`src/rtl/calc_ctrl.sv`:
```
// Keypad calculator sequencer: operand entry, ALU start/done handshake, display source and error/abort recovery.
// Every output is registered and reacts in the cycle after the key_valid or alu_done that caused it.
module calc_ctrl #(
    parameter int unsigned MAX_DIGITS  = 4,
    parameter int unsigned ALU_TIMEOUT = 64
) (
    input  logic       clk,
    input  logic       rst,
    input  logic       key_valid,
    input  logic [1:0] key_class,
    input  logic [1:0] key_op,
    input  logic       alu_done,
    input  logic       alu_err,
    output logic       op1_load,
    output logic       op2_load,
    output logic       op1_clear,
    output logic       op2_clear,
    output logic       op1_from_result,
    output logic       alu_start,
    output logic [1:0] alu_op,
    output logic [1:0] disp_sel,
    output logic [2:0] digit_count,
    output logic       busy,
    output logic [2:0] state
);

    typedef enum logic [2:0] {
        ENTER_A  = 3'd0,
        ENTER_B  = 3'd1,
        EXEC     = 3'd2,
        SHOW_RES = 3'd3,
        ERROR    = 3'd4
    } state_t;

    localparam int unsigned      TW       = $clog2(ALU_TIMEOUT) + 1;
    localparam logic [TW-1:0]    TMO_LAST = TW'(ALU_TIMEOUT - 1);
    localparam logic [2:0]       MAXD     = 3'(MAX_DIGITS);
    localparam logic [1:0]       D_OP1    = 2'd0;
    localparam logic [1:0]       D_OP2    = 2'd1;
    localparam logic [1:0]       D_RES    = 2'd2;
    localparam logic [1:0]       D_ERR    = 2'd3;

    state_t        state_q;
    logic          op1_load_q, op2_load_q, op1_clear_q, op2_clear_q;
    logic          op1_from_result_q, alu_start_q, busy_q, chain_q;
    logic [1:0]    alu_op_q, pend_op_q, disp_q;
    logic [2:0]    cnt_q;
    logic [TW-1:0] tmo_q;

    logic is_dig, is_op, is_eq, is_clr, room;

    assign is_dig = key_valid && (key_class == 2'd0);
    assign is_op  = key_valid && (key_class == 2'd1);
    assign is_eq  = key_valid && (key_class == 2'd2);
    assign is_clr = key_valid && (key_class == 2'd3);
    assign room   = (cnt_q < MAXD);

    always_ff @(posedge clk) begin
        if (rst) begin
            state_q           <= ENTER_A;
            op1_load_q        <= 1'b0;
            op2_load_q        <= 1'b0;
            op1_clear_q       <= 1'b0;
            op2_clear_q       <= 1'b0;
            op1_from_result_q <= 1'b0;
            alu_start_q       <= 1'b0;
            busy_q            <= 1'b0;
            chain_q           <= 1'b0;
            alu_op_q          <= 2'd0;
            pend_op_q         <= 2'd0;
            disp_q            <= D_OP1;
            cnt_q             <= 3'd0;
            tmo_q             <= '0;
        end else begin
            op1_load_q        <= 1'b0;
            op2_load_q        <= 1'b0;
            op1_clear_q       <= 1'b0;
            op2_clear_q       <= 1'b0;
            op1_from_result_q <= 1'b0;
            alu_start_q       <= 1'b0;
            // Clear outranks everything, including an alu_done landing in the same cycle.
            if (is_clr) begin
                op1_clear_q <= 1'b1;
                op2_clear_q <= 1'b1;
                cnt_q       <= 3'd0;
                chain_q     <= 1'b0;
                busy_q      <= 1'b0;
                disp_q      <= D_OP1;
                state_q     <= ENTER_A;
            end else begin
                case (state_q)
                    ENTER_A: begin
                        if (is_dig && room) begin
                            op1_load_q <= 1'b1;
                            cnt_q      <= cnt_q + 3'd1;
                        end else if (is_op) begin
                            alu_op_q    <= key_op;
                            op2_clear_q <= 1'b1;
                            cnt_q       <= 3'd0;
                            disp_q      <= D_OP1;
                            state_q     <= ENTER_B;
                        end
                    end
                    ENTER_B: begin
                        if (is_dig && room) begin
                            op2_load_q <= 1'b1;
                            cnt_q      <= cnt_q + 3'd1;
                            disp_q     <= D_OP2;
                        end else if (is_op && cnt_q == 3'd0) begin
                            alu_op_q <= key_op;
                        end else if ((is_op || is_eq) && cnt_q != 3'd0) begin
                            alu_start_q <= 1'b1;
                            chain_q     <= is_op;
                            if (is_op) pend_op_q <= key_op;
                            busy_q      <= 1'b1;
                            tmo_q       <= '0;
                            state_q     <= EXEC;
                        end
                    end
                    EXEC: begin
                        if (alu_done) begin
                            busy_q <= 1'b0;
                            if (alu_err) begin
                                disp_q  <= D_ERR;
                                state_q <= ERROR;
                            end else begin
                                op1_from_result_q <= 1'b1;
                                if (chain_q) begin
                                    // Result becomes operand 1 and entry resumes on operand 2.
                                    alu_op_q    <= pend_op_q;
                                    op2_clear_q <= 1'b1;
                                    cnt_q       <= 3'd0;
                                    chain_q     <= 1'b0;
                                    disp_q      <= D_OP1;
                                    state_q     <= ENTER_B;
                                end else begin
                                    disp_q  <= D_RES;
                                    state_q <= SHOW_RES;
                                end
                            end
                        end else if (tmo_q == TMO_LAST) begin
                            busy_q  <= 1'b0;
                            disp_q  <= D_ERR;
                            state_q <= ERROR;
                        end else begin
                            tmo_q <= tmo_q + 1'b1;
                        end
                    end
                    SHOW_RES: begin
                        if (is_dig) begin
                            op1_clear_q <= 1'b1;
                            op1_load_q  <= 1'b1;
                            cnt_q       <= 3'd1;
                            disp_q      <= D_OP1;
                            state_q     <= ENTER_A;
                        end else if (is_op) begin
                            alu_op_q    <= key_op;
                            op2_clear_q <= 1'b1;
                            cnt_q       <= 3'd0;
                            disp_q      <= D_OP1;
                            state_q     <= ENTER_B;
                        end
                    end
                    ERROR: ;
                    default: begin
                        busy_q  <= 1'b0;
                        disp_q  <= D_ERR;
                        state_q <= ERROR;
                    end
                endcase
            end
        end
    end

    assign op1_load        = op1_load_q;
    assign op2_load        = op2_load_q;
    assign op1_clear       = op1_clear_q;
    assign op2_clear       = op2_clear_q;
    assign op1_from_result = op1_from_result_q;
    assign alu_start       = alu_start_q;
    assign alu_op          = alu_op_q;
    assign disp_sel        = disp_q;
    assign digit_count     = cnt_q;
    assign busy            = busy_q;
    assign state           = state_q;

endmodule

```
`config.mk`:
```
export PLATFORM = sky130hd
export DESIGN_NAME = calc_ctrl
export DESIGN_NICKNAME = d
export VERILOG_FILES = /design/src/rtl/calc_ctrl.sv
export SDC_FILE = /design/constraint.sdc
export NUM_CORES = 1
export LEC_CHECK = 0
export ABC_CLOCK_PERIOD_IN_PS = 2430
export BUFFER_PORTS_ARGS = -buffer_cell sky130_fd_sc_hd__buf_2
export CAP_MARGIN = 20
export CORE_MARGIN = 1
export CORE_UTILIZATION = 30
export CTS_BUF_LIST = sky130_fd_sc_hd__clkbuf_2
export CTS_CLUSTER_DIAMETER = 40
export DETAILED_ROUTE_END_ITERATION = 16
export PLACE_DENSITY = 0.58
export SETUP_SLACK_MARGIN = 0.1
export SLEW_MARGIN = 20
export SYNTH_ARGS = -nofsm -noshare
export SYNTH_HDL_FRONTEND = slang
export SYNTH_SLANG_ARGS = --single-unit
```
`constraint.sdc`:
```
create_clock -name clk -period 2.43 [get_ports clk]
set_input_delay 0.486 -clock clk [delete_from_list [all_inputs] [get_ports clk]]
set_output_delay 0.486 -clock clk [all_outputs]
set_load 0.05 [all_outputs]
```
== After elaboration in Yosys (flattened, before gate mapping) ==
Index checks and enable logic that the tools add are counted.

* Multiplexer cells: 70
* Order comparisons: 1
* Add/subtract/negate cells: 2
* Reduce and logical (&&, ||, !) cells: 27
* Equality and inequality tests: 21
* Bitwise logic cells: 8

{| class="wikitable"
|+ Operator list
! cell !! number
|-
| $mux W3 || 16
|-
| $mux W7 || 5
|-
| $mux W2 || 17
|-
| $ne A2 B2 Y1 const B || 12
|-
| $mux W1 || 23
|-
| $reduce_and A6 Y1 || 3
|-
| $pmux W3 S5 || 1
|-
| $pmux W7 S2 || 1
|-
| $pmux W3 S4 || 1
|-
| $pmux W2 S5 || 1
|-
| $reduce_and A5 Y1 || 2
|-
| $reduce_and A9 Y1 || 1
|-
| $not A1 Y1 || 8
|-
| $pmux W2 S4 || 1
|-
| $add A7 B1 Y7 const B || 1
|-
| $eq A7 B6 Y1 const B || 1
|-
| $logic_and A1 B1 Y1 || 7
|-
| $reduce_and A7 Y1 || 1
|-
| $eq A3 B2 Y1 const B || 2
|-
| $logic_not A3 Y1 || 2
|-
| $pmux W1 S3 || 2
|-
| $reduce_or A3 Y1 || 2
|-
| $reduce_or A5 Y1 || 1
|-
| $eq A2 B2 Y1 const B || 2
|-
| 15 further kinds || 16
|}

* Word-level logic and storage cells: 143
* Output and inout port bits: 17
* Bits of input ports: 9
* Register bits: 27

== Depth between registers and ports, before layout ==
* Word-level depth: 8
* Mapped depth: 7
* Mapped depth without buffers: 7

== Least setup slack after synthesis ==
Ideal clock, no wire load.

* Kind: reg2reg
* Start point: register state_q[1] (netlist: state[1])
* End point: register alu_op_q[0] (netlist: alu_op[0])
* Cell stages (with the launch flop): 8
* Arrival time: 1.889 ns
* Data required time: 2.339 ns
* Buffers on the path: 2
* Setup time: 0.091 ns
* Slack: 0.450 ns
* Period minus slack after synthesis: 1.980 ns
* Cells stage by stage: dfxtp_1 > buf_2 > nor3b_1 > buf_2 > nand2_1 > a21oi_1 > nor2_1 > a311oi_1

* Word-level cells in the longest chain between the ends: 3
* Elaborated cells on any way between the ends: 14
* Classes of those cells: eq/ne: 10; mux: 1; reduce/logical: 3

{| class="wikitable"
|+ RTL lines
! element !! line !! text
|-
| start: declaration || 43 || <nowiki>state_t state_q;</nowiki>
|-
| start signal: assignment || 60 || <nowiki>state_q <= ENTER_A;</nowiki>
|-
| start signal: assignment || 89 || <nowiki>state_q <= ENTER_A;</nowiki>
|-
| start signal: assignment || 101 || <nowiki>state_q <= ENTER_B;</nowiki>
|-
| $eq A3 B2 Y1 (tied with other cells) || 91 || <nowiki>case (state_q)</nowiki>
|-
| $reduce_bool A4 Y1 (no line) / $ne A2 B2 Y1 (equally long branches) || n/a ||
|-
| $reduce_and A9 Y1 (no line) || n/a ||
|-
| end signal: assignment || 97 || <nowiki>alu_op_q <= key_op;</nowiki>
|-
| end signal: assignment || 110 || <nowiki>alu_op_q <= key_op;</nowiki>
|-
| end signal: assignment || 130 || <nowiki>alu_op_q <= pend_op_q;</nowiki>
|-
| end: declaration || 46 || <nowiki>logic [1:0] alu_op_q, pend_op_q, disp_q;</nowiki>
|}

Parallel ways exist; a longest one is shown, timed or not.
A chain may end at the register's enable or synchronous reset.

== Final worst setup path ==
* Start point: register tmo_q[0]
* End point: register tmo_q[4]

* Word-level cells in the longest chain between the ends: 4
* Elaborated cells on any way between the ends: 7
* Classes of those cells: add/sub: 1; eq/ne: 2; mux: 3; reduce/logical: 1

{| class="wikitable"
|+ RTL lines
! element !! line !! text
|-
| start: declaration || 48 || <nowiki>logic [TW-1:0] tmo_q;</nowiki>
|-
| start signal: assignment || 146 || <nowiki>tmo_q <= tmo_q + 1'b1;</nowiki>
|-
| $add A7 B1 Y7 || 146 ||
|-
| $mux W7 || 141 || <nowiki>end else if (tmo_q == TMO_LAST) begin</nowiki>
|-
| $mux W7 || 121 || <nowiki>if (alu_done) begin</nowiki>
|-
| $pmux W7 S2 || 91 ||
|}

Parallel ways exist; a longest one is shown, timed or not. The select of a mux whose other input is x is not followed.

==> results.sh <==
export IMPL_postPlaceCellArea_um2=1725
export IMPL_start_kind="register"
export IMPL_mostFrequentLayoutCells="dfxtp_1, buf_2, nand2_1, nor2_1, a21oi_1"
export IMPL_fin_cells=276
export IMPL_insertion_delay_ns=0.37
export IMPL_ir_drop_mv=0.1792
export IMPL_die_area_um2=5429
export IMPL_crit_path_end_kind="register"
export IMPL_dr_wl_met3_um=171
export IMPL_first_iter_violations=140
export IMPL_m1WireLength_um=1906
export IMPL_cp_max_fo=6
export IMPL_finalWeightedCongestion=0.8047
export IMPL_path_cells="ha_1 > and4b_1 > a31oi_2 > nand4_1 > or4_1 > nand3_1"
export IMPL_powerDensity_nw_per_um2=485.3
export IMPL_vias_per_cell=5.333
export IMPL_fin_crit_ns=2.030
export IMPL_setup_slack_ns=0.4002
export IMPL_worstMarginPinSlew_ns=0.4234
export IMPL_cts_sinks=27
export IMPL_post_place_ws_ns=0.3694
export IMPL_synth_area_per_cell_um2=8.243
export IMPL_synth_seq_cells=27
export IMPL_cts_buffers=3
export IMPL_async_flop_share_pct=0
export IMPL_drive_above_1_share_pct=21.05
export IMPL_synthToLayoutAreaGrowth_pct=13.39
export IMPL_synth_top_area_share_pct=35.06
export IMPL_slowest_delay_ns=0.41
export IMPL_finalSetupViolCount=0
export IMPL_cts_tree="built"
export IMPL_htreeDepth=1
export IMPL_grt_total_usage_pct=15.55
export IMPL_rsz0062_at_grt="false"
export IMPL_critPathTopFamily="simple AND/OR/NAND/NOR gates"
export IMPL_placed_cells=272
export IMPL_worstPathRequired_ns=2.76
export IMPL_synth_nets=199
export IMPL_netlist_instances=187
export IMPL_synth_warnings=0
export IMPL_skew_ns=0.01185
export IMPL_grt_pass1_wl_um=6548
export IMPL_first_global_vias=1328
export IMPL_hpwl_um=2850
export IMPL_cts_root_buffer="clkbuf_2"
export IMPL_p_total_w=0.0008482
export IMPL_grt_antenna_before_repair=0
export IMPL_layout_commonest_cell="dfxtp_1"
export IMPL_cap_violations=0
export IMPL_netlist_area_um2=1541
export IMPL_wirelength_um=3859
export IMPL_slowest_stage="a31oi_2"
export IMPL_synth_edf_count=0
export IMPL_portBuffers=25
export IMPL_fmax_mhz=492.7
export IMPL_p_leak_nw=0.6780
export IMPL_io_pins=26
export IMPL_cts_max_path_buffers=2
export IMPL_grt_ovfl_total=0
export IMPL_start_util_pct=31.79
export IMPL_yosysSeqAreaShare_pct=35.06
export IMPL_status="finished clean"
export IMPL_fillCellCount=513
export IMPL_hold_viol=0
export IMPL_cp_arrival_ns=2.36
export IMPL_synth_area_leader_cell="dfxtp_1"
export IMPL_die_h_um=73.68
export IMPL_hp_class="in2reg"
export IMPL_vias=1472
export IMPL_cts_clk_slew_worst_paths_ns=0.27
export IMPL_cts_resized_gates=0
export IMPL_wl_met2_um=1744
export IMPL_coreArea_um2=4848
export IMPL_grt_max_degree=18
export IMPL_final_nets=222
export IMPL_critPathKind="reg2reg"
export IMPL_firstDrtPassIters=4
export IMPL_synth_ff_type="dfxtp_1"
export IMPL_drv_slew=0
export IMPL_cts_hold_buf=0
export IMPL_period_share_pct=83.53
export IMPL_drc=0
export IMPL_tns_ns=0
export IMPL_rows=25
export IMPL_synth_area_leaders="dfxtp_1, a21oi_1, nand2_1"
export IMPL_antenna_cells=0
export IMPL_wl_per_cell_um=13.98
export IMPL_post_cts_buffers=0
export IMPL_design_area_um2=1748
export IMPL_ant_nets=0
export IMPL_maxSlewHeadroom_pct=71.48
export IMPL_die_w_um=73.68
export IMPL_cp_num_buf_inv=0
export IMPL_highest_layer="met4"
export IMPL_ys_types=53
-- registers in the layout, summed over array words and instances, names as in the netlist, 2 cells and up --
name / cells
state: 3
pend_op_q: 2
digit_count: 3
alu_op: 2
disp_sel: 2
tmo_q: 7
-- synth_stat cells (2+ instances only) --
cell	instances
o41ai_1	2
nand2b_1	4
nand2_1	17
o211ai_1	2
nand3_1	5
a311oi_1	4
dfxtp_1	27
and4b_1	2
clkbuf_1	5
nor2_1	16
a21oi_1	15
nor3_1	5
nor2b_1	3
ha_1	3
and3_1	2
o21ai_0	12
nor3b_1	3
nand3b_1	3
mux2i_1	3
o21a_1	3
a22oi_1	4
o31ai_1	2
or2_2	2
inv_1	7
buf_2	5
nand4b_1	2
a211oi_1	3
-- power breakdown --
group	internal [W]	total [W]	switching, W
registers	0.000457	0.000471	0.0000140
clock network	0.0000381	0.000182	0.000144
logic	0.0000661	0.000195	0.000129
total	0.000561	0.000848	0.000287
-- path summary, 6_finish.rpt --
path	startpoint	end	slack, ns	cells past startpoint
worst max-delay path	tmo_q[0]	tmo_q[4]	0.40	6
worst min-delay path	key_op[0]	pend_op_q[0]	0.35	3
worst max register to register	tmo_q[0]	tmo_q[4]	0.40	6
worst min register to register	busy	busy	0.49	2
-- cells by family (layout without fill, tap and decap cells) --
kind of cell             Yosys count  after routing  synth area share [%]
flip-flops                        27             27                 35.07
XOR/XNOR                           1              1                0.5683
AO/OA/AOI/OAI                     59             59                 26.62
buffers and inverters             18             40                 5.276
multiplexers                       4              4                 2.679
adder cells (fa/ha/maj)            3              3                 2.435
AND/OR/NAND/NOR                   75             75                 27.35
-- tightest hold or removal path, stage by stage --
cell and delay [ns]:
buf_2 0.09, mux2i_1 0.05, nor2_1 0.07
-- metal layers --
metal | vias to the layer above | global-route usage (%)
li1 | 736 | -
met1 | 690 | 22.98
met2 | 42 | 22.63
met3 | 4 | 2.469
met4 | 0 | 5.342
met5 | - | 0
-- stage by stage --
stage | hold slack [ns] | util, %
after detailed placement | 0.4671 | 35.59
after CTS | 0.3141 | 36.05
after global placement | 0.4598 | 35.59
final | 0.3461 | 36.05
after floorplan | 0.4470 | -
after global routing | 0.3222 | 36.05
-- area by class of cell --
| class | instances | area (um2) | area share (%) |
|---|---|---|---|
| multi-input cells | 142 | 919.6 | 52.61 |
| flip-flops and latches | 27 | 540.5 | 30.92 |
| repair buffers | 29 | 155.1 | 8.876 |
| well taps | 67 | 83.83 | 4.796 |
| inverters | 7 | 26.28 | 1.503 |
| clock buffers | 3 | 15.01 | 0.8590 |
| clock inverters | 1 | 7.507 | 0.4295 |
Power figures use the tool's default switching activity.
